<file path="src/rtl/opc6_io_timer_target.sv">
`default_nettype none
// ============================================================================
//  Module      : opc6_io_timer_target
//  Description : OPC6 I/O-space target. It decodes an 8-word register window,
//                stretches each access by IO_WAIT wait states by dropping
//                clken, and provides a prescaled down-counter timer and a
//                software interrupt latch. Interrupts are driven on int_b,
//                which is active low.
//  Ports       : clk, reset          - clock, synchronous active-high reset
//                address, wr_data    - CPU address and CPU dout
//                rnw, vio            - read-not-write, I/O cycle valid
//                rd_data             - read data; zero when not selected, so
//                                      it can be OR-ed onto the CPU din bus
//                clken               - CPU clock enable (0 stalls the CPU)
//                int_b[1:0]          - [0] timer, [1] software, active low
//  Revision    : 1.0  initial release
// ============================================================================
module opc6_io_timer_target #(
    parameter logic [15:0] BASE_ADDR = 16'hFE00,
    parameter int unsigned IO_WAIT   = 1
) (
    input  logic        clk,
    input  logic        reset,
    input  logic [15:0] address,
    input  logic [15:0] wr_data,
    input  logic        rnw,
    input  logic        vio,
    output logic [15:0] rd_data,
    output logic        clken,
    output logic [1:0]  int_b
);

    localparam logic [1:0] c_ST_IDLE = 2'd0;
    localparam logic [1:0] c_ST_WAIT = 2'd1;
    localparam logic [1:0] c_ST_ACK  = 2'd2;

    // WAIT is entered after the IDLE stall cycle; the counter holds the
    // number of extra WAIT cycles still to spend before ACK.
    localparam logic [3:0] c_WAIT_LOAD = (IO_WAIT >= 2) ? 4'(IO_WAIT - 2) : 4'd0;

    logic [1:0]  r_state;
    logic [3:0]  r_wcnt;

    logic        r_en;
    logic        r_auto;
    logic        r_tie;
    logic        r_sie;
    logic [7:0]  r_prescale;
    logic        r_exp;
    logic        r_swi;
    logic [15:0] r_reload;
    logic [15:0] r_count;
    logic [7:0]  r_pre;

    logic        w_hit;
    logic        w_commit;
    logic        w_stall;
    logic        w_acc;
    logic        w_wr;
    logic        w_tick;
    logic        w_expire;
    logic [15:0] w_rd;

    assign w_hit = vio & (address[15:3] == BASE_ADDR[15:3]);

    generate
        if (IO_WAIT == 0) begin : g_nowait
            assign w_commit = w_hit;
            assign w_stall  = 1'b0;
        end else begin : g_wait
            assign w_commit = (r_state == c_ST_ACK);
            assign w_stall  = ((r_state == c_ST_IDLE) & w_hit) | (r_state == c_ST_WAIT);
        end
    endgenerate

    // Reset abandons any access in flight and releases the CPU immediately.
    assign w_acc = w_commit & ~reset;
    assign w_wr  = w_acc & ~rnw;
    assign clken = reset | ~w_stall;

    // Access sequencer
    always_ff @(posedge clk) begin
        if (reset) begin
            r_state <= c_ST_IDLE;
            r_wcnt  <= 4'd0;
        end else begin
            case (r_state)
                c_ST_IDLE: begin
                    if (w_hit && (IO_WAIT != 0)) begin
                        if (IO_WAIT == 1) begin
                            r_state <= c_ST_ACK;
                        end else begin
                            r_state <= c_ST_WAIT;
                            r_wcnt  <= c_WAIT_LOAD;
                        end
                    end
                end
                c_ST_WAIT: begin
                    if (r_wcnt == 4'd0) begin
                        r_state <= c_ST_ACK;
                    end else begin
                        r_wcnt <= r_wcnt - 4'd1;
                    end
                end
                c_ST_ACK: r_state <= c_ST_IDLE;
                default:  r_state <= c_ST_IDLE;
            endcase
        end
    end

    assign w_tick   = r_en & (r_pre == r_prescale);
    assign w_expire = w_tick & (r_count == 16'd0);

    // Register file and timer. Bus writes take priority over timer updates,
    // except that an expiry beats a same-cycle write-1-to-clear of EXP.
    always_ff @(posedge clk) begin
        if (reset) begin
            r_en       <= 1'b0;
            r_auto     <= 1'b0;
            r_tie      <= 1'b0;
            r_sie      <= 1'b0;
            r_prescale <= 8'd0;
            r_exp      <= 1'b0;
            r_swi      <= 1'b0;
            r_reload   <= 16'd0;
            r_count    <= 16'd0;
            r_pre      <= 8'd0;
        end else begin
            // Only an EN 0->1 write restarts the prescaler phase.
            if (w_wr && (address[2:0] == 3'd0) && wr_data[0] && !r_en) begin
                r_pre <= 8'd0;
            end else if (r_en) begin
                r_pre <= w_tick ? 8'd0 : r_pre + 8'd1;
            end

            if (w_wr && (address[2:0] == 3'd3)) begin
                r_count <= wr_data;
            end else if (w_tick) begin
                if (r_count != 16'd0) begin
                    r_count <= r_count - 16'd1;
                end else if (r_auto) begin
                    r_count <= r_reload;
                end
            end

            if (w_wr && (address[2:0] == 3'd0)) begin
                r_en       <= wr_data[0];
                r_auto     <= wr_data[1];
                r_tie      <= wr_data[2];
                r_sie      <= wr_data[3];
                r_prescale <= wr_data[15:8];
            end else if (w_expire && !r_auto) begin
                r_en <= 1'b0;
            end

            if (w_wr && (address[2:0] == 3'd2)) begin
                r_reload <= wr_data;
            end

            if (w_expire) begin
                r_exp <= 1'b1;
            end else if (w_wr && (address[2:0] == 3'd1) && wr_data[0]) begin
                r_exp <= 1'b0;
            end

            if (w_wr && (address[2:0] == 3'd4)) begin
                r_swi <= 1'b1;
            end else if (w_wr && (address[2:0] == 3'd1) && wr_data[1]) begin
                r_swi <= 1'b0;
            end
        end
    end

    always_comb begin
        w_rd = 16'd0;
        if (w_acc && rnw) begin
            case (address[2:0])
                3'd0:    w_rd = {r_prescale, 4'd0, r_sie, r_tie, r_auto, r_en};
                3'd1:    w_rd = {14'd0, r_swi, r_exp};
                3'd2:    w_rd = r_reload;
                3'd3:    w_rd = r_count;
                default: w_rd = 16'd0;
            endcase
        end
    end

    assign rd_data = w_rd;
    assign int_b   = {~(r_swi & r_sie), ~(r_exp & r_tie)};

endmodule
`default_nettype wire

</file>
<file path="config.mk">
export PLATFORM = sky130hd
export DESIGN_NAME = opc6_io_timer_target
export DESIGN_NICKNAME = d
export VERILOG_FILES = /design/src/rtl/opc6_io_timer_target.sv
export SDC_FILE = /design/constraint.sdc
export NUM_CORES = 1
export LEC_CHECK = 0
export CAP_MARGIN = 5
export CORE_MARGIN = 8
export CORE_UTILIZATION = 53
export DETAILED_ROUTE_END_ITERATION = 7
export PLACE_DENSITY = 0.79
export SYNTH_ARGS = -nofsm -noshare
export SYNTH_HDL_FRONTEND = slang
export SYNTH_SLANG_ARGS = --single-unit
</file>
<file path="constraint.sdc">
create_clock -name clk -period 2.6 [get_ports clk]
set_clock_uncertainty 0.05 [all_clocks]
set_input_delay 0.39 -clock clk [delete_from_list [all_inputs] [get_ports clk]]
set_output_delay 0.39 -clock clk [all_outputs]
set_load 0.02 [all_outputs]
</file>
**Word-level counts from Yosys, hierarchy flattened**

Index checks and enable logic that the tools add are counted.

- $add $sub $neg: 3
- Eq/ne operators: 10
- Muxes and demuxes: 16
- Bitwise logic cells: 16
- Reductions and logical operators: 27

Operators by type and width:

| cell | number |
|---|---|
| $mux 16 | 5 |
| $pmux 16 s4 | 1 |
| $logic_not 16->1 | 1 |
| $reduce_bool 16->1 | 1 |
| $sub 16x1->16 const B | 1 |
| $eq 13x13->1 const B | 1 |
| $logic_and 1x1->1 | 11 |
| $add 8x1->8 const B | 1 |
| $and 1x1->1 | 8 |
| $eq 8x8->1 | 1 |
| $mux 8 | 1 |
| $reduce_bool 2->1 | 4 |
| $eq 3x2->1 const B | 2 |
| $mux 1 | 6 |
| $not 1->1 | 6 |
| $reduce_and 2->1 | 3 |
| $logic_not 4->1 | 1 |
| $mux 2 | 2 |
| $pmux 2 s2 | 1 |
| $sub 4x1->4 const B | 1 |
| $eq 3x1->1 const B | 1 |
| $eq 3x3->1 const B | 1 |
| $logic_not 3->1 | 1 |
| $reduce_bool 3->1 | 1 |
| 8 further kinds | 10 |

- Register bits after elaboration: 60
- Input bits: 36
- Output and inout port bits: 19

**Logic depth before layout (Yosys ltp)**

- Word-level depth: 7
- Mapped depth: 9

**Least setup slack after synthesis**

OpenSTA, ideal clock, no wires.

- Path kind: register to register
- Start: register r_count[4]
- End: register r_count[11]
- Setup time: 86 ps
- Arrival time: 2199 ps
- Required time: 2464 ps
- Path slack: 266 ps
- Cell stages (with the launch flop): 8
- Buffers on the path: 1
- Cell sequence: dfxtp_1 -> or3_1 -> buf_2 -> or4_4 -> or4_4 -> mux2i_1 -> a21o_1 -> a211oi_1

- Cells in the longest elaborated chain, start to end: 4
- Elaborated cells on any way between the ends: 7

RTL lines:

| element | RTL line | text |
|---|---|---|
| from (decl) | 52 | `logic [15:0] r_count;` |
| from (signal assigned) | 137 | `r_count <= wr_data;` |
| from (signal assigned) | 140 | `r_count <= r_count - 16'd1;` |
| from (signal assigned) | 142 | `r_count <= r_reload;` |
| $sub 16x1->16 / $reduce_bool 16->1 (equally long branches) | 140, 139 |  |
| $mux 16 | 139 | `if (r_count != 16'd0) begin` |
| $mux 16 | 138 | `end else if (w_tick) begin` |
| $mux 16 | 136 | `if (w_wr && (address[2:0] == 3'd3)) begin` |

Parallel ways exist; a longest one is shown, timed or not. The select of a mux whose other input is x is not followed.
A chain may end at the register's enable or synchronous reset.

**Worst setup path after layout**

- Start: register r_count[7]
- End: register r_count[11]

Same word-level chain as after synthesis.

==> results.toml <==
[yosys]
yosys_warnings = 0
synth_edf_count = 0
syn_inst = 411
synth-compound-area-share = 0.172
synth_area_leader_cell = "dfxtp_1"
synth_top_area_share = 0.338
synth_top_family_by_area = "simple AND/OR/NAND/NOR gates"
synthFlopType = "dfxtp_1"
synth_fa_ha_area_frac = 0.0115
yosys-top-cells-area = "dfxtp_1 34%, nor2_1 6.9%, mux2i_1 6.1%"
synth_xor_xnor_area_share = 0.0511
synth_async_sr_flop_share = 0
synthSimpleGateAreaFrac = 0.277
ys_seq_area_frac = 0.338
netlist_area_um2 = 3260
synthMuxAreaShare = 0.106
synth.distinct_cells = 52
avgSynthCellArea_um2 = 7.93
synth_seq_cells = 55
syn_nets = 450

[cells_and_area]
area_growth_pct = 26.4
final_nets = 512
stdcell_count = 549
drive_above_1_share = 0.129
diodes = 0

[setup_path]
cp.required_ns = 2.78
path_cells = "or3_4 -> or4_4 -> or4_4 -> mux2i_1 -> a21o_1 -> a211oi_1"
slowest_delay_ns = 0.55
worstSetupPathType = "flip-flop to flip-flop"
cp_data_arrival_time_ns = 2.66
cp_max_fo = 6
crit_family = "simple AND/OR/NAND/NOR gates"
crit_buf_inv = 0
cp-end-kind = "flip-flop"
cp_common_cell = "or4_4"
cp_slowest_cell = "or4_4"
cp-start-kind = "flip-flop"

[global_routing]
grt_pass1_wl_mm = 16.6
antenna_found_initial = 0
grt_overflow = 0
grt_usage = 0.234
grt_max_degree = 30
grt_pass1_vias = 3249

[detailed_routing]
firstDrtPassIters = 7
vias = 3474
initialDrtViolationCount = 312
viasPerCell = 6.33
antenna_left = 0
wl_mm = 10.5
drcViolationCount = 0
detail_route.wl_per_cell_um = 19.0

[die]
rows = 28
die_h_um = 94.4
core_um2 = 5920
initial_core_util = 0.550
io_pins = 55
die_area_um2 = 8910
die_width_um = 94.4

[clocking]
postCtsHoldBufs = 0
cts_tree = "done"
cts_setup_buffers = 0
clkTransAtPathRegs_ns = 0.10
insertion_delay_ns = 0.31
cts_root_buf = "clkbuf_8"
htree_levels = 2
cts_buffers = 5
cts_resized = 16
clock_sinks = 55
clk_path_buf_depth = 2

[worst_hold_path]
hold_path.class = "flip-flop to flip-flop"

[timing]
max_slew_margin = 0.603
hold_viol = 0
fin_ws_ns = 0.127
worstMarginPinSlew_ns = 0.590
rsz0062_at_grt = "no"
fmax_mhz = 404
drv_slew = 0
setup_viol = 0
finalCritPeriodShare = 0.951
min_period_ns = 2.47

[job]
maxCapViolCount = 0

[power]
p_leak_nw = 1.65
powerDensity_nw_per_um2 = 361
worst_ir_drop_vdd_mv = 0.192

[placement]
io_buffer_count = 54
dp.cells = 541
hpwl_mm = 7.77
dp_slack_ns = -0.0987
globalplace.congestion = 0.924

[outcome]
status = "finished, final reports clean"
## area by class of cell
type	instances	area, µm²
multi-input cells	319	2040
fillers	505	1800
flip-flops and latches	55	1100
repair buffers	85	761
clock buffers	8	100
well taps	75	93.8
inverters	7	26.3
## sequential cells by signal, summed over array words and instances, names as in the netlist
register / count
r_reload: 16
r_count: 16
r_prescale: 8
r_en: 1
r_swi: 1
r_exp: 1
r_pre: 8
r_auto: 1
r_state: 1
r_sie: 1
r_tie: 1
## Yosys cell counts (all sizes together) (4+ instances only)
cell type and n:
nor2 61, a22oi 12, a211oi 7, nor4 7, or4 4, nand3b 10, dfxtp 55, nor3 4
xnor2 12, buf 4, a21oi 31, mux2 9, nand3 23, clkbuf 26, mux2i 20, o22ai 4
o21ai 16, xor2 7, nand4 6, nand2 36, inv 7, and3 4
## layer usage
metal | track usage | vias to the layer above | part of all wire
met1 | 0.302 | 1599 | 0.42
li1 | - | 1599 | -
met3 | 0.0563 | 43 | 0.11
met2 | 0.357 | 233 | 0.44
met5 | 0 | - | 0
met4 | 0.116 | 0 | 0.035
## worst reg2reg max path, cell delays in order, from the launching register on
cell and delay (ns):
dfxtp_1 0.38, or3_4 0.44, or4_4 0.55, or4_4 0.43, mux2i_1 0.14, a21o_1 0.18, a211oi_1 0.21
## report_power, final
part,leakage [nW],total [W],internal [W],switching (W)
combinational,1.16,0.000123,0.0000670,0.0000561
sequential,0.443,0.000842,0.000842,0.00000000219
clock,0.0515,0.000521,0.000244,0.000277
## stage by stage
stage / hold WS [ns] / util / setup TNS (ns) / total power [W] / area [µm²]
CTS: 0.433 / 0.692 / 0 / 0.00149 / 4100
floorplan: 0.397 / - / 0 / 0.000897 / 3260
finish: 0.438 / 0.696 / 0 / 0.00149 / 4120
detailed placement: 0.422 / 0.679 / -0.637 / 0.000982 / 4020
global route: 0.454 / 0.696 / 0 / 0.00153 / 4120
global placement: 0.407 / 0.679 / -0.505 / 0.000980 / 4020
## cells by family (layout without fill, tap and decap cells)
family	after synthesis	count (layout)
and+or+nand+nor	176	176
AOI/OAI and AO/OA	90	90
DFF	55	55
buffers and inverters	37	100
muxes	31	31
xor gates and xnor gates	19	19
adders and majority gates	3	3
## layout by cell type (no fill, tap or decap), drive strengths merged, types with 4 or more instances in the layout
cell type / netlist / routed
buf: 4 / 32
nand2: 36 / 36
dfxtp: 55 / 55
clkbuf: 26 / 8
nor2: 61 / 61
o22ai: 4 / 4
mux2i: 20 / 20
o21ai: 16 / 16
a21oi: 31 / 31
a211oi: 7 / 7
clkdlybuf4s50: 0 / 37
dlygate4sd2: 0 / 16
mux2: 9 / 9
nand3: 23 / 23
nand4: 6 / 6
a22oi: 12 / 12
xor2: 7 / 7
inv: 7 / 7
or4: 4 / 4
nor4: 7 / 7
xnor2: 12 / 12
nand3b: 10 / 10
nor3: 4 / 4
and3: 4 / 4
## worst paths after layout
path,from,end,slack (ns),cells after the start
max,r_count[7]$_SDFFE_PP0P_,r_count[11]$_SDFFE_PP0P_,0.13,6
min,r_tie$_SDFFE_PP0N_,r_tie$_SDFFE_PP0N_,0.44,2
min reg2reg,r_tie$_SDFFE_PP0N_,r_tie$_SDFFE_PP0N_,0.44,2
max reg2reg,r_count[7]$_SDFFE_PP0P_,r_count[11]$_SDFFE_PP0P_,0.13,6
No activity file was read; power rests on OpenSTA's default activity.
